### config.mk
export PLATFORM = sky130hd
export DESIGN_NAME = tensor_host_sequencer
export DESIGN_NICKNAME = d
export VERILOG_FILES = /design/src/rtl/tensor_host_sequencer.sv
export SDC_FILE = /design/constraint.sdc
export NUM_CORES = 1
export LEC_CHECK = 0
export ABC_AREA = 1
export BUFFER_PORTS_ARGS = -buffer_cell sky130_fd_sc_hd__buf_2
export CELL_PAD_IN_SITES_DETAIL_PLACEMENT = 1
export CELL_PAD_IN_SITES_GLOBAL_PLACEMENT = 1
export CORE_MARGIN = 4
export CORE_UTILIZATION = 30
export CTS_CLUSTER_SIZE = 25
export DETAILED_ROUTE_END_ITERATION = 12
export PLACE_DENSITY_LB_ADDON = 0.1
export SLEW_MARGIN = 0
export SYNTH_ARGS = -nofsm -noshare
export SYNTH_HDL_FRONTEND = slang
export SYNTH_SLANG_ARGS = --single-unit
### constraint.sdc
create_clock -name clock_in -period 27.6 [get_ports clock_in]
set_input_delay 4.14 -clock clock_in [delete_from_list [all_inputs] [get_ports clock_in]]
set_output_delay 4.14 -clock clock_in [all_outputs]
set_load 0.02 [all_outputs]
### src/rtl/tensor_host_sequencer.sv
// Host-side job sequencer for the tensor CPU: burst-writes two 3x3 int8 matrices,
// issues one operate, waits for writeback and burst-reads the 3x3 result.
module tensor_host_sequencer #(
  parameter int OPERATE_WAIT_CYCLES = 6
) (
  input  logic        clock_in,
  input  logic        reset_in,
  input  logic        start_in,
  input  logic [2:0]  op_select_in,
  input  logic [71:0] matrix1_in,
  input  logic [71:0] matrix2_in,
  input  logic [7:0]  cpu_output_in,
  output logic [15:0] instruction_out,
  output logic        busy_out,
  output logic        done_out,
  output logic [71:0] result_out
);

  localparam logic [15:0] INSTR_NOP   = 16'h0000;
  localparam logic [15:0] BURST_WRITE = 16'h0007;
  localparam logic [15:0] BURST_READ  = 16'h0003;
  localparam int          WAIT_W      = $clog2(OPERATE_WAIT_CYCLES + 1);
  localparam logic [WAIT_W-1:0] WAIT_LOAD = WAIT_W'(OPERATE_WAIT_CYCLES - 1);

  typedef enum logic [3:0] {
    S_IDLE, S_LOAD, S_WRITE_CMD, S_WRITE_BEAT, S_OP_CMD,
    S_OP_WAIT, S_READ_CMD, S_READ_BEAT, S_DONE
  } state_t;

  state_t              state_q;
  logic [15:0]         instr_q;
  logic                busy_q;
  logic                done_q;
  logic [159:0]        buf_q;
  logic [2:0]          op_q;
  logic [2:0]          beat_q;
  logic [WAIT_W-1:0]   wait_q;
  logic [63:0]         rbuf_q;
  logic [7:0]          stage_q;
  logic [71:0]         result_q;

  logic [7:0]          beat_base;
  logic [31:0]         beat_bytes;

  // Four consecutive buffer bytes 4k..4k+3 feed the two DDR phases of write beat k.
  assign beat_base  = {beat_q, 5'b00000};
  assign beat_bytes = buf_q[beat_base +: 32];

  always_comb begin
    instruction_out = instr_q;
    if (state_q == S_WRITE_BEAT) begin
      instruction_out = clock_in ? {beat_bytes[7:0], beat_bytes[15:8]}
                                 : {beat_bytes[23:16], beat_bytes[31:24]};
    end
  end

  assign busy_out   = busy_q;
  assign done_out   = done_q;
  assign result_out = result_q;

  // Even result elements arrive mid-beat; they are parked here and committed on the posedge.
  always_ff @(negedge clock_in or posedge reset_in) begin
    if (reset_in) begin
      stage_q <= 8'h00;
    end else if (state_q == S_READ_BEAT) begin
      stage_q <= cpu_output_in;
    end
  end

  always_ff @(posedge clock_in or posedge reset_in) begin
    if (reset_in) begin
      state_q  <= S_IDLE;
      instr_q  <= INSTR_NOP;
      busy_q   <= 1'b0;
      done_q   <= 1'b0;
      buf_q    <= '0;
      op_q     <= 3'd0;
      beat_q   <= 3'd0;
      wait_q   <= '0;
      rbuf_q   <= '0;
      result_q <= '0;
    end else begin
      case (state_q)
        S_IDLE: begin
          instr_q <= INSTR_NOP;
          if (start_in) begin
            buf_q   <= {16'h0000, matrix2_in, matrix1_in};
            op_q    <= op_select_in;
            busy_q  <= 1'b1;
            state_q <= S_LOAD;
          end
        end
        S_LOAD: begin
          instr_q <= BURST_WRITE;
          state_q <= S_WRITE_CMD;
        end
        S_WRITE_CMD: begin
          instr_q <= INSTR_NOP;
          beat_q  <= 3'd0;
          state_q <= S_WRITE_BEAT;
        end
        S_WRITE_BEAT: begin
          if (beat_q == 3'd4) begin
            instr_q <= {11'b0, op_q, 2'b10};
            state_q <= S_OP_CMD;
          end else begin
            beat_q <= beat_q + 3'd1;
          end
        end
        // Operate is held for exactly one cycle; a longer hold would restart the CPU timer.
        S_OP_CMD: begin
          instr_q <= INSTR_NOP;
          wait_q  <= WAIT_LOAD;
          state_q <= S_OP_WAIT;
        end
        S_OP_WAIT: begin
          if (wait_q == '0) begin
            instr_q <= BURST_READ;
            state_q <= S_READ_CMD;
          end else begin
            wait_q <= wait_q - WAIT_W'(1);
          end
        end
        S_READ_CMD: begin
          instr_q <= INSTR_NOP;
          beat_q  <= 3'd0;
          state_q <= S_READ_BEAT;
        end
        S_READ_BEAT: begin
          if (beat_q == 3'd4) begin
            result_q <= {stage_q, rbuf_q};
            done_q   <= 1'b1;
            busy_q   <= 1'b0;
            state_q  <= S_DONE;
          end else begin
            rbuf_q[{beat_q[1:0], 4'b0000} +: 16] <= {cpu_output_in, stage_q};
            beat_q <= beat_q + 3'd1;
          end
        end
        S_DONE: begin
          done_q  <= 1'b0;
          state_q <= S_IDLE;
        end
        default: begin
          state_q <= S_IDLE;
          instr_q <= INSTR_NOP;
          busy_q  <= 1'b0;
          done_q  <= 1'b0;
        end
      endcase
    end
  end

endmodule

Word-level counts from Yosys, hierarchy flattened

Cells that the tools add are included.

Output and inout bits: 90
Bits of input ports: 158
Word-level logic and storage cells: 74
Register bits after elaboration: 319

Add/sub/neg operators: 3
Reduce and logical (&&, ||, !) cells: 18
Bitwise logic cells: 4
Shift-type cells: 3
Mux-type cells: 20
Eq/ne operators: 15

Operators with widths:

| kind                                                  | count |
|---|---|
| indexed part select 160 x 9 -> 32 bit                 | 1 |
| bitwise mux 64 bit                                    | 1 |
| 2-to-1 mux 16 bit                                     | 4 |
| case mux 16 bit (4 select lines)                      | 1 |
| variable shift 16 x 8 -> 64 bit, first input constant | 1 |
| indexed part select 16 x 8 -> 64 bit                  | 1 |
| case mux 4 bit (8 select lines)                       | 1 |
| == test 4 x 3 -> 1 bit, second input constant         | 4 |
| 2-to-1 mux 4 bit                                      | 4 |
| OR reduction 7 bit                                    | 2 |
| case mux 3 bit (2 select lines)                       | 2 |
| AND reduction 2 bit                                   | 6 |
| == test 4 x 2 -> 1 bit, second input constant         | 2 |
| inequality test 2 bit, second input constant          | 4 |
| negation 6 -> 8 bit                                   | 1 |
| 2-to-1 mux 3 bit                                      | 2 |
| AND reduction 3 bit                                   | 2 |
| OR reduction 2 bit                                    | 3 |
| == test 4 x 1 -> 1 bit, second input constant         | 1 |
| == test 4 bit, second input constant                  | 1 |
| logical NOT 4 bit                                     | 1 |
| inequality test 2 x 1 -> 1 bit, second input constant | 2 |
| NOT 1 bit                                             | 4 |
| AND reduction 4 bit                                   | 1 |
| other kinds (8)                                       | 11 |

Depth between registers and ports, before layout

Depth in word-level cells: 4
Gate-level depth with buffers: 13
Gate-level depth less buffers: 10

==> results.txt <==
Hold-fix buffers at CTS: 0
Insertion delay to the later sink of the worst-skew pair: 0.68 ns
Lkg Pwr: 8.67 nW
Status: completed
TritonCTS clock tree: built
Drt pass-1 iters: 6
Final hold slack: 0.468 ns
Post-route ant nets: 0
Hold Violations, Final: 0
Dpl hpwl: 30.3 mm
Actual slew at the worst max-slew pin: 1.16 ns
Power Dens Cells: 133 nW/um2
Core footprint: 45300 um2
Final setup fails: 0
DR WL/cell: 19.3 um
Yosys cell types: 30
Hold WC Path Type: reg -> reg
Worst VDD drop: 0.0000518 V
Die H: 222 um
Hold path cells: 2
Post-synth EDFFs: 0
Antenna violations before repair: 6
Share of cells above drive strength 1: 25.2%
Overflow after GRT: 0
Prevailing post-synth register cell: dfrtp_1
Io pins: 248
Die area: 49200 um2
Die width: 222 um
Synth Cell Area: 13700 um2
Num rows: 78
Post-Layout Inst Area: 17100 um2
Placed inst area: 15400 um2
Area leader, netlist: dfrtp_1
Pre-CTS setup slack: 8.61 ns
Total track usage: 18.4%
Largest cells by area after synthesis: dfrtp_1 55%, nand2_1 8.0%, o21ai_0 5.2%, inv_1 4.6%, mux2_4 4.4%
# port buffers: 247
Max_cap viols: 0
NumNets Final: 1881
Largest net degree at the start of global routing: 213
DRC: 0
Starting density of the core: 30.3%
Yosys Warn Count: 0
Final std cells w/o fill: 2347
Top cell type's share of synthesized area: 54.7%
Async SR Flop Fraction: 100%
Top-count cell post-synth: dfrtp_1
Syn_nets: 1650
Crit path launch type: clock port
Worst-path clk slew: 0.06 ns
First-pass GRT wire length: 70.9 mm
GP Congestion: 0.767
Clk_skew: 0.0254 ns
DRT iter0 DRCs: 656
Vias/cell: 4.71
Routed WL: 45.2 mm
Reg2Reg Depth: 4
Synthesized area per cell: 9.25 um2
CTS resizes: 0
Post-Synthesis Cells: 1484
RSZ-0062 raised after global routing: no
Worst Slack Setup Final: 7.35 ns
Top post-synthesis cells by count: 300 x dfrtp_1, 294 x nand2_1, 168 x inv_1
Seq/Total Area, Yosys: 56.2%
CP required: 23.46 ns
Worst Setup End Kind: output pin
Synth Register Bits: 308
Final Max Slew Viols: 0
Vias in the first global route: 12.2k
Via Count: 11.0k
Fin Setup TNS: 0 ns
Crit-path max FO: 9
Critical path data arrival time: 16.11 ns
WS Path Type: clk -> out
Post-CTS setup buffers: 0
Max transition margin: 22.2%
Placed cell count: 2256
Area grow syn2layout: 24.4%
-- through the flow --
| stage | util (%) | power (mW) |
|---|---|---|
| 2_1_floorplan | - | 1.34 |
| 3_3_place_gp | 34.0 | 1.61 |
| 3_5_place_dp | 34.0 | 1.63 |
| 4_1_cts | 37.7 | 2.32 |
| 5_1_grt | 37.7 | 2.44 |
| 6_report | 37.7 | 2.26 |
-- worst paths after layout --
| check | start | end | slack (ns) |
|---|---|---|---|
| max | clock_in | instruction_out[1] | 7.35 |
| min | busy_out$_DFFE_PP0P_ | busy_out$_DFFE_PP0P_ | 0.47 |
| max reg2reg | state_q[3]$_DFFE_PP0P_ | stage_q[6]$_DFFE_NP0P_ | 12.53 |
| min reg2reg | busy_out$_DFFE_PP0P_ | busy_out$_DFFE_PP0P_ | 0.47 |
| max in group asynchronous | reset_in | stage_q[4]$_DFFE_NP0P_ | 9.64 |
| min in group asynchronous | reset_in | result_out[7]$_DFFE_PP0P_ | 3.62 |
-- cell type report --
type	count	area, um2
Antenna cell	1	2.50
Clock buffer	95	1690
Clock inverter	16	90.1
Fill cell	5314	28200
Inverter	170	647
Multi-Input combinational cell	911	4890
Sequential cell	308	7710
Tap cell	600	751
Timing Repair Buffer	246	1280
-- cells in the final DEF (no fill, tap or decap), types with 38 or more instances in the layout --
cell type / n
mux2_4: 40
nand3_1: 85
a21oi_1: 83
nor2_1: 122
nand2_1: 294
inv_1: 166
mux2_2: 38
dfrtp_1: 298
clkbuf_16: 58
o21ai_0: 143
buf_2: 247
-- sequential cells by signal, indices dropped and copies added (netlist names) --
signal	count
rbuf_q	64
result_out	72
stage_q	8
instr_q	5
state_q	4
buf_q	144
wait_q	3
done_out	1
beat_q	3
op_q	3
busy_out	1
-- metal layers --
layer  track usage, %  vias to the layer above  wire, um
met4             8.72                        6      1700
met5                0                        -        41
met1             22.5                     5423     19300
met2             29.7                      265     21400
li1                 -                     5251         -
met3             5.96                      101      2800
-- worst max-delay path, stage by stage --
cell and delay, ns:
clkbuf_16 0.12, clkbuf_16 0.13, clkbuf_16 0.13, clkbuf_16 0.13, clkbuf_16 0.13, clkbuf_16 0.13, clkbuf_16 0.14, clkbuf_16 0.15
clkbuf_16 0.14, nor2_1 0.15, clkbuf_16 0.17, clkbuf_16 0.14, nand3_1 0.13, nand2_1 0.10, inv_1 0.04, a21oi_1 0.13
buf_2 0.22
-- logic make-up after synthesis --
kind of cell	Yosys count	synth area share (%)
flops	308	56.2
buf+inv	265	8.28
fa+ha+maj	8	0.729
compound gates	273	10.2
mux	83	7.91
simple gates	547	16.7
-- where the power goes --
part	internal, mW	switching [mW]
clock network	0.431	0.290
registers	0.670	0.110
logic	0.264	0.498
total	1.36	0.898
Note: power is estimated with default switching activity, not from simulation.
